<file path="config.mk">
export PLATFORM = sky130hd
export DESIGN_NAME = cycle_count_display_flat
export DESIGN_NICKNAME = d
export VERILOG_FILES = /design/src/rtl/cycle_count_display_if.sv /design/src/rtl/cycle_count_display.sv /design/src/flat_wrapper.sv
export SDC_FILE = /design/constraint.sdc
export NUM_CORES = 1
export LEC_CHECK = 0
export ABC_AREA = 1
export BUFFER_PORTS_ARGS = -buffer_cell sky130_fd_sc_hd__buf_2
export CAP_MARGIN = 20
export CORE_UTILIZATION = 25
export CTS_BUF_LIST = sky130_fd_sc_hd__clkbuf_8
export DETAILED_ROUTE_END_ITERATION = 12
export SKIP_CTS_REPAIR_TIMING = 1
export SYNTH_ARGS = -nofsm -noshare
export SYNTH_HDL_FRONTEND = slang
export SYNTH_SLANG_ARGS = --single-unit
</file>
<file path="constraint.sdc">
create_clock -name clk -period 4.05 [get_ports clk]
set_input_delay 1.215 -clock clk [delete_from_list [all_inputs] [get_ports clk]]
set_output_delay 1.215 -clock clk [all_outputs]
set_load 0.02 [all_outputs]
</file>
<file path="src/rtl/cycle_count_display_if.sv">
// rtl/cycle_count_display_if.sv - load/status handshake between the cycle counter and the display driver
//
// Purpose: bundles the count hand-off so producer and display connect with one port.
// Signals:
//   count_in [31:0]  unsigned cycle count offered to the display
//   load             capture strobe, honoured only while the display is idle
//   busy             conversion in progress
//   done             one-cycle pulse when a new value reaches the display
// Modports: master = count producer, slave = display driver.

interface cycle_count_display_if;
  logic [31:0] count_in;
  logic        load;
  logic        busy;
  logic        done;

  modport master (
    output count_in,
    output load,
    input  busy,
    input  done
  );

  modport slave (
    input  count_in,
    input  load,
    output busy,
    output done
  );
endinterface

</file>
<file path="src/rtl/cycle_count_display.sv">
// rtl/cycle_count_display.sv - eight-digit multiplexed seven-segment driver for the cycle count
//
// Purpose: captures a 32-bit count, converts it to BCD with a one-iteration-per-clock
// double-dabble engine, and scans the eight digits onto common-anode displays with
// leading-zero blanking and an overflow dash pattern.
// Build option: define DISPLAY_HEX_EN to drop the BCD engine and show the raw count in hex
// (single-cycle load, hex glyphs, overflow never set).
// Ports:
//   clk            system clock
//   rst            synchronous active-high reset
//   host           cycle_count_display_if.slave (count_in, load, busy, done)
//   an   [7:0]     digit enables, active-low, an[0] = least-significant digit
//   seg  [6:0]     {g,f,e,d,c,b,a}, active-low
//   dp             decimal point, active-low, held off

module cycle_count_display #(
  parameter int SCAN_DIV = 50000
) (
  input  logic                         clk,
  input  logic                         rst,
  cycle_count_display_if.slave         host,
  output logic [7:0]                   an,
  output logic [6:0]                   seg,
  output logic                         dp
);

  localparam int             DIV_W    = $clog2(SCAN_DIV);
  localparam logic [DIV_W-1:0] DIV_LAST = DIV_W'(SCAN_DIV - 1);

`ifndef DISPLAY_HEX_EN
  typedef enum logic [1:0] {
    IDLE,
    CONVERT,
    LATCH
  } state_t;

  state_t      state_q, state_d;
  logic [31:0] bin_q, bin_d;
  logic [39:0] bcd_q, bcd_d;
  logic [39:0] bcd_adj;
  logic [5:0]  iter_q, iter_d;
`endif

  logic [31:0]      disp_q, disp_d;
  logic             ovf_q, ovf_d;
  logic             busy_q, busy_d;
  logic             done_q, done_d;
  logic [DIV_W-1:0] div_q, div_d;
  logic [2:0]       digit_q, digit_d;
  logic [7:0]       an_q, an_d;
  logic [6:0]       seg_q, seg_d;
  logic [3:0]       nibble;
  logic             blank;

  function automatic logic [6:0] glyph(input logic [3:0] n);
    case (n)
      4'h0:    glyph = 7'h40;
      4'h1:    glyph = 7'h79;
      4'h2:    glyph = 7'h24;
      4'h3:    glyph = 7'h30;
      4'h4:    glyph = 7'h19;
      4'h5:    glyph = 7'h12;
      4'h6:    glyph = 7'h02;
      4'h7:    glyph = 7'h78;
      4'h8:    glyph = 7'h00;
      4'h9:    glyph = 7'h10;
`ifdef DISPLAY_HEX_EN
      4'hA:    glyph = 7'h08;
      4'hB:    glyph = 7'h03;
      4'hC:    glyph = 7'h46;
      4'hD:    glyph = 7'h21;
      4'hE:    glyph = 7'h06;
      4'hF:    glyph = 7'h0E;
`endif
      default: glyph = 7'h7F;
    endcase
  endfunction

  always_comb begin
    disp_d  = disp_q;
    ovf_d   = ovf_q;
    busy_d  = busy_q;
    done_d  = 1'b0;
    div_d   = div_q;
    digit_d = digit_q;
    an_d    = an_q;
    seg_d   = seg_q;
    nibble  = 4'h0;
    blank   = 1'b0;

`ifdef DISPLAY_HEX_EN
    busy_d = 1'b0;
    ovf_d  = 1'b0;
    if (host.load) begin
      disp_d = host.count_in;
      done_d = 1'b1;
    end
`else
    state_d = state_q;
    bin_d   = bin_q;
    bcd_d   = bcd_q;
    iter_d  = iter_q;
    bcd_adj = bcd_q;

    // Per-nibble +3 correction; nibbles never carry into each other.
    for (int i = 0; i < 10; i++) begin
      bcd_adj[4*i +: 4] = bcd_q[4*i +: 4] + ((bcd_q[4*i +: 4] >= 4'd5) ? 4'd3 : 4'd0);
    end

    case (state_q)
      IDLE: begin
        if (host.load) begin
          bin_d   = host.count_in;
          bcd_d   = '0;
          iter_d  = '0;
          busy_d  = 1'b1;
          state_d = CONVERT;
        end
      end
      CONVERT: begin
        bcd_d  = {bcd_adj[38:0], bin_q[31]};
        bin_d  = {bin_q[30:0], 1'b0};
        iter_d = iter_q + 6'd1;
        // The 32nd shift happens on this edge; done is raised while in LATCH.
        if (iter_q == 6'd31) begin
          state_d = LATCH;
          done_d  = 1'b1;
        end
      end
      LATCH: begin
        disp_d  = bcd_q[31:0];
        ovf_d   = |bcd_q[39:32];
        busy_d  = 1'b0;
        state_d = IDLE;
      end
      default: begin
        busy_d  = 1'b0;
        state_d = IDLE;
      end
    endcase
`endif

    // Free-running scan, independent of the conversion.
    if (div_q == DIV_LAST) begin
      div_d   = '0;
      digit_d = digit_q + 3'd1;
    end else begin
      div_d = div_q + DIV_W'(1);
    end

    // Glyph is built from the next-state digit/value so an and seg move together.
    an_d   = ~(8'b1 << digit_d);
    nibble = disp_d[{digit_d, 2'b00} +: 4];
    blank  = (digit_d != 3'd0) && ((disp_d >> {digit_d, 2'b00}) == 32'd0);
    if (ovf_d) begin
      seg_d = 7'h3F;
    end else if (blank) begin
      seg_d = 7'h7F;
    end else begin
      seg_d = glyph(nibble);
    end
  end

  always_ff @(posedge clk) begin
    if (rst) begin
`ifndef DISPLAY_HEX_EN
      state_q <= IDLE;
      bin_q   <= '0;
      bcd_q   <= '0;
      iter_q  <= '0;
`endif
      disp_q  <= '0;
      ovf_q   <= 1'b0;
      busy_q  <= 1'b0;
      done_q  <= 1'b0;
      div_q   <= '0;
      digit_q <= '0;
      an_q    <= 8'hFE;
      seg_q   <= 7'h40;
    end else begin
`ifndef DISPLAY_HEX_EN
      state_q <= state_d;
      bin_q   <= bin_d;
      bcd_q   <= bcd_d;
      iter_q  <= iter_d;
`endif
      disp_q  <= disp_d;
      ovf_q   <= ovf_d;
      busy_q  <= busy_d;
      done_q  <= done_d;
      div_q   <= div_d;
      digit_q <= digit_d;
      an_q    <= an_d;
      seg_q   <= seg_d;
    end
  end

  assign host.busy = busy_q;
  assign host.done = done_q;
  assign an        = an_q;
  assign seg       = seg_q;
  assign dp        = 1'b1;

endmodule

</file>
<file path="src/flat_wrapper.sv">
// flat-port wrapper written by rule: the top's interface ports become plain ports
module cycle_count_display_flat 
#(
  parameter int SCAN_DIV = 50000
)
  (clk, rst, an, seg, dp, host_count_in, host_load, host_busy, host_done);
  cycle_count_display_if host_i ();
  input  logic clk;
  input  logic rst;
  output logic [7:0] an;
  output logic [6:0] seg;
  output logic dp;
  input wire logic [$bits(host_i.count_in)-1:0] host_count_in;
  input wire logic [$bits(host_i.load)-1:0] host_load;
  output wire logic [$bits(host_i.busy)-1:0] host_busy;
  output wire logic [$bits(host_i.done)-1:0] host_done;
  assign host_i.count_in = host_count_in;
  assign host_i.load = host_load;
  assign host_busy = host_i.busy;
  assign host_done = host_i.done;
  cycle_count_display #(.SCAN_DIV(SCAN_DIV)) u_core (.clk(clk), .rst(rst), .host(host_i), .an(an), .seg(seg), .dp(dp));
endmodule
</file>
==> flow_summary.toml <==
[die]
floorplan.rows = 62
start_util = 0.2566
dieArea_sq_um = 30470
die_y_um = 174.6
pin_count = 53
die_x_um = 174.6
core_area_sq_um = 29010

[critical_path]
cp_top_family = "simple AND/OR/NAND/NOR gates"
crit_buf_inv = 1
critPathMaxFanout = 23
crit_path_end_kind = "register"
slowest_stage = "nand2_2"
startpoint_type = "register"
slowest_delay_ns = 0.46
arrival_ns = 3.51
rr_worst_depth = 17
crit_type = "register to register"
crit_cells = 17
path_common_cell = "nand2_1"
crit_chain = "ha_1, nand3_1, nor2_1, nand3_2, nand2_2, nand2_1, nand2_1, nand2_1, nand2_1, nand2_1, nand2_1, inv_1, ha_1, nor2_1, nor2_1, nor2_1, a21oi_1"
crit_required_ns = 4.35

[route]
routedWlPerCell_um = 11.84
num_vias = 6682
drc_errors = 0
wl_mm = 17.44
vias_per_cell = 4.536
ant_nets = 0
dr.pass1.iters = 5
drtIter0Drc = 523

[place]
hpwl_mm = 11.62
gp_congestion = 0.8728
port-buffer-count = 51
dp.cells = 1441
pre_cts_ws_ns = 0.8861

[global_routing]
grt_pass1_vias = 6138
grt-ovfl-total = 0
grt_max_degree = 92
grt_usage = 0.1196
grt_pass1_wl_mm = 29.64
antenna_found_initial = 0

[logic_synthesis]
avgSynthCellArea_sq_um = 7.102
yosys.area_share.xor_xnor = 0.007060
synth_fa_ha_area_frac = 0.07228
synth-simple-area-share = 0.2537
synth_top_family_by_area = "simple AND/OR/NAND/NOR gates"
synth_seq_cells = 149
synth_top_area_share = 0.4007
synth_compound_area_frac = 0.1713
yosys_warnings = 0
ys_seq_area_frac = 0.4007
synth-edff-count = 0
synthCells = 1048
yosys-top-cells-count = "nand2_1 (213), dfxtp_1 (149), inv_1 (122)"
synth_cell_type_count = 37
synthesis.nets = 1120
yosysMostFrequentCell = "nand2_1"
synth_mux_area_frac = 0.001345
synthArstFlopShare = 0
syn_area_sq_um = 7443
yosys.area.top_type = "dfxtp_1"
synth.area.top_cells = "dfxtp_1 (40%), nand2_1 (11%), inv_1 (6.2%)"
synth-main-ff-cell = "dfxtp_1"

[cts]
clk_path_buf_depth = 2
numCtsBuffers = 17
clock_latency_ns = 0.47
clk_pin_slew_worst_paths_ns = 0.08
ctsHtreeMaxLevel = 4
cts_sinks = 149
cts_root_buf = "clkbuf_8"
tritoncts = "built"

[timing]
min_period_ns = 3.214
setup-tns-final_ns = 0
skew_ns = 0.01578
drv_slew = 0
worst_pin_slew_ns = 1.016
setup_viol = 0
slew_headroom = 0.3229
worst_slack_ns = 0.8361
rsz0062_at_grt = "no"
hold_viol = 0
post-route-period-util = 0.7936
max_freq_ghz = 0.3111

[run]
maxCapViolations = 0

[finish]
stdcell_count = 1473
final_util = 0.2915
diodes = 0
fin_nets = 1148
area_growth_pct = 13.63
drive_above_1_share = 0.1102

[pwr]
p_leak_nw = 3.493
power.density_nw_per_um2 = 353.1
power.total_mw = 2.987
vdd_ir_drop_max_mv = 0.2308

[min_path]
holdCritPathClass = "register to register"
holdPathStages = 1

[outcome]
status = "complete, no violations"
[cell families (layout without fill, tap and decap cells)]
group                    after synthesis  in the layout
AO/OA/AOI/OAI                        229            229
buffers and inverters                176            217
multiplexers                           1              1
AND/OR/NAND/NOR                      449            449
other                                  1              1
XOR/XNOR                               6              6
adder cells (fa/ha/maj)               37             37
flip-flops                           149            149
[sequential cells by signal, indices dropped and copies added (netlist names)]
signal / cells
u_core.ovf_q: 1
u_core.seg: 7
u_core.div_q: 16
u_core.host.done: 1
u_core.disp_q: 32
u_core.digit_q: 3
u_core.bin_q: 32
u_core.host.busy: 1
u_core.bcd_q: 40
u_core.iter_q: 6
u_core.state_q: 2
u_core.an: 8
[layer usage]
| metal | vias to the layer above | share of wire | track usage |
|---|---|---|---|
| met2 | 152 | 0.41 | 0.1731 |
| met3 | 20 | 0.063 | 0.03368 |
| met5 | - | 0 | 0 |
| met1 | 3033 | 0.51 | 0.1681 |
| met4 | 0 | 0.015 | 0.04167 |
| li1 | 3477 | - | - |
[power breakdown]
part           internal (mW)  total [mW]  switching, mW  leakage [nW]
Combinational         0.0585       0.188          0.130          2.07
Sequential              1.51        1.53         0.0218          1.21
Clock                  0.683        1.27          0.588         0.214
Total                   2.25        2.99          0.740          3.49
[layout by cell type, fill, tap and decap left out, drive strengths merged]
master	Yosys	layout
nand2	220	220
dfxtp	149	149
inv	125	128
nor2	125	125
o21ai	85	85
a21oi	84	84
nand3	77	77
buf	14	58
o22ai	31	31
ha	27	27
clkbuf	35	18
or2	13	13
a22oi	13	13
o32ai	10	10
fa	10	10
nor3	6	6
xor2	5	5
clkinv	2	5
nand4	4	4
bufinv	0	4
clkinvlp	0	4
a221oi	3	3
nor3b	2	2
o21a	1	1
nand3b	1	1
a21o	1	1
xnor2	1	1
mux2i	1	1
or3	1	1
a311oi	1	1
conb	1	1
[path summary, 6_finish.rpt]
check / endpoint / start / slack (ns)
max: u_core.seg[3] / u_core.div_q[0] / 0.84
min: u_core.div_q[0] / u_core.div_q[0] / 0.45
max reg2reg: u_core.seg[3] / u_core.div_q[0] / 0.84
min reg2reg: u_core.div_q[0] / u_core.div_q[0] / 0.45
[stage by stage]
| stage | cell area (sq um) | hold WS (ns) |
|---|---|---|
| after floorplan | 7443 | 0.4176 |
| after global placement | 8025 | 0.4305 |
| after detailed placement | 8025 | 0.4401 |
| after CTS | 8458 | 0.4534 |
| after global routing | 8458 | 0.4842 |
| final | 8458 | 0.4487 |
[layout make-up]
cell class / instances / area (sq um)
Fill cell: 3185 / 20550
Multi-Input combinational cell: 723 / 3777
Sequential cell: 149 / 2983
Tap cell: 384 / 480.5
Inverter: 127 / 476.7
Timing Repair Buffer: 58 / 307.8
Clock buffer: 18 / 247.7
Clock inverter: 14 / 185.2
[worst register-to-register path, stage by stage (launching register included)]
cell and delay, ns:
dfxtp_1 0.35, ha_1 0.19, nand3_1 0.16, nor2_1 0.21
nand3_2 0.31, nand2_2 0.46, nand2_1 0.14, nand2_1 0.10
nand2_1 0.06, nand2_1 0.08, nand2_1 0.05, nand2_1 0.16
inv_1 0.11, ha_1 0.30, nor2_1 0.14, nor2_1 0.07
nor2_1 0.10, a21oi_1 0.07
Note: power is estimated with default switching activity, not from simulation.
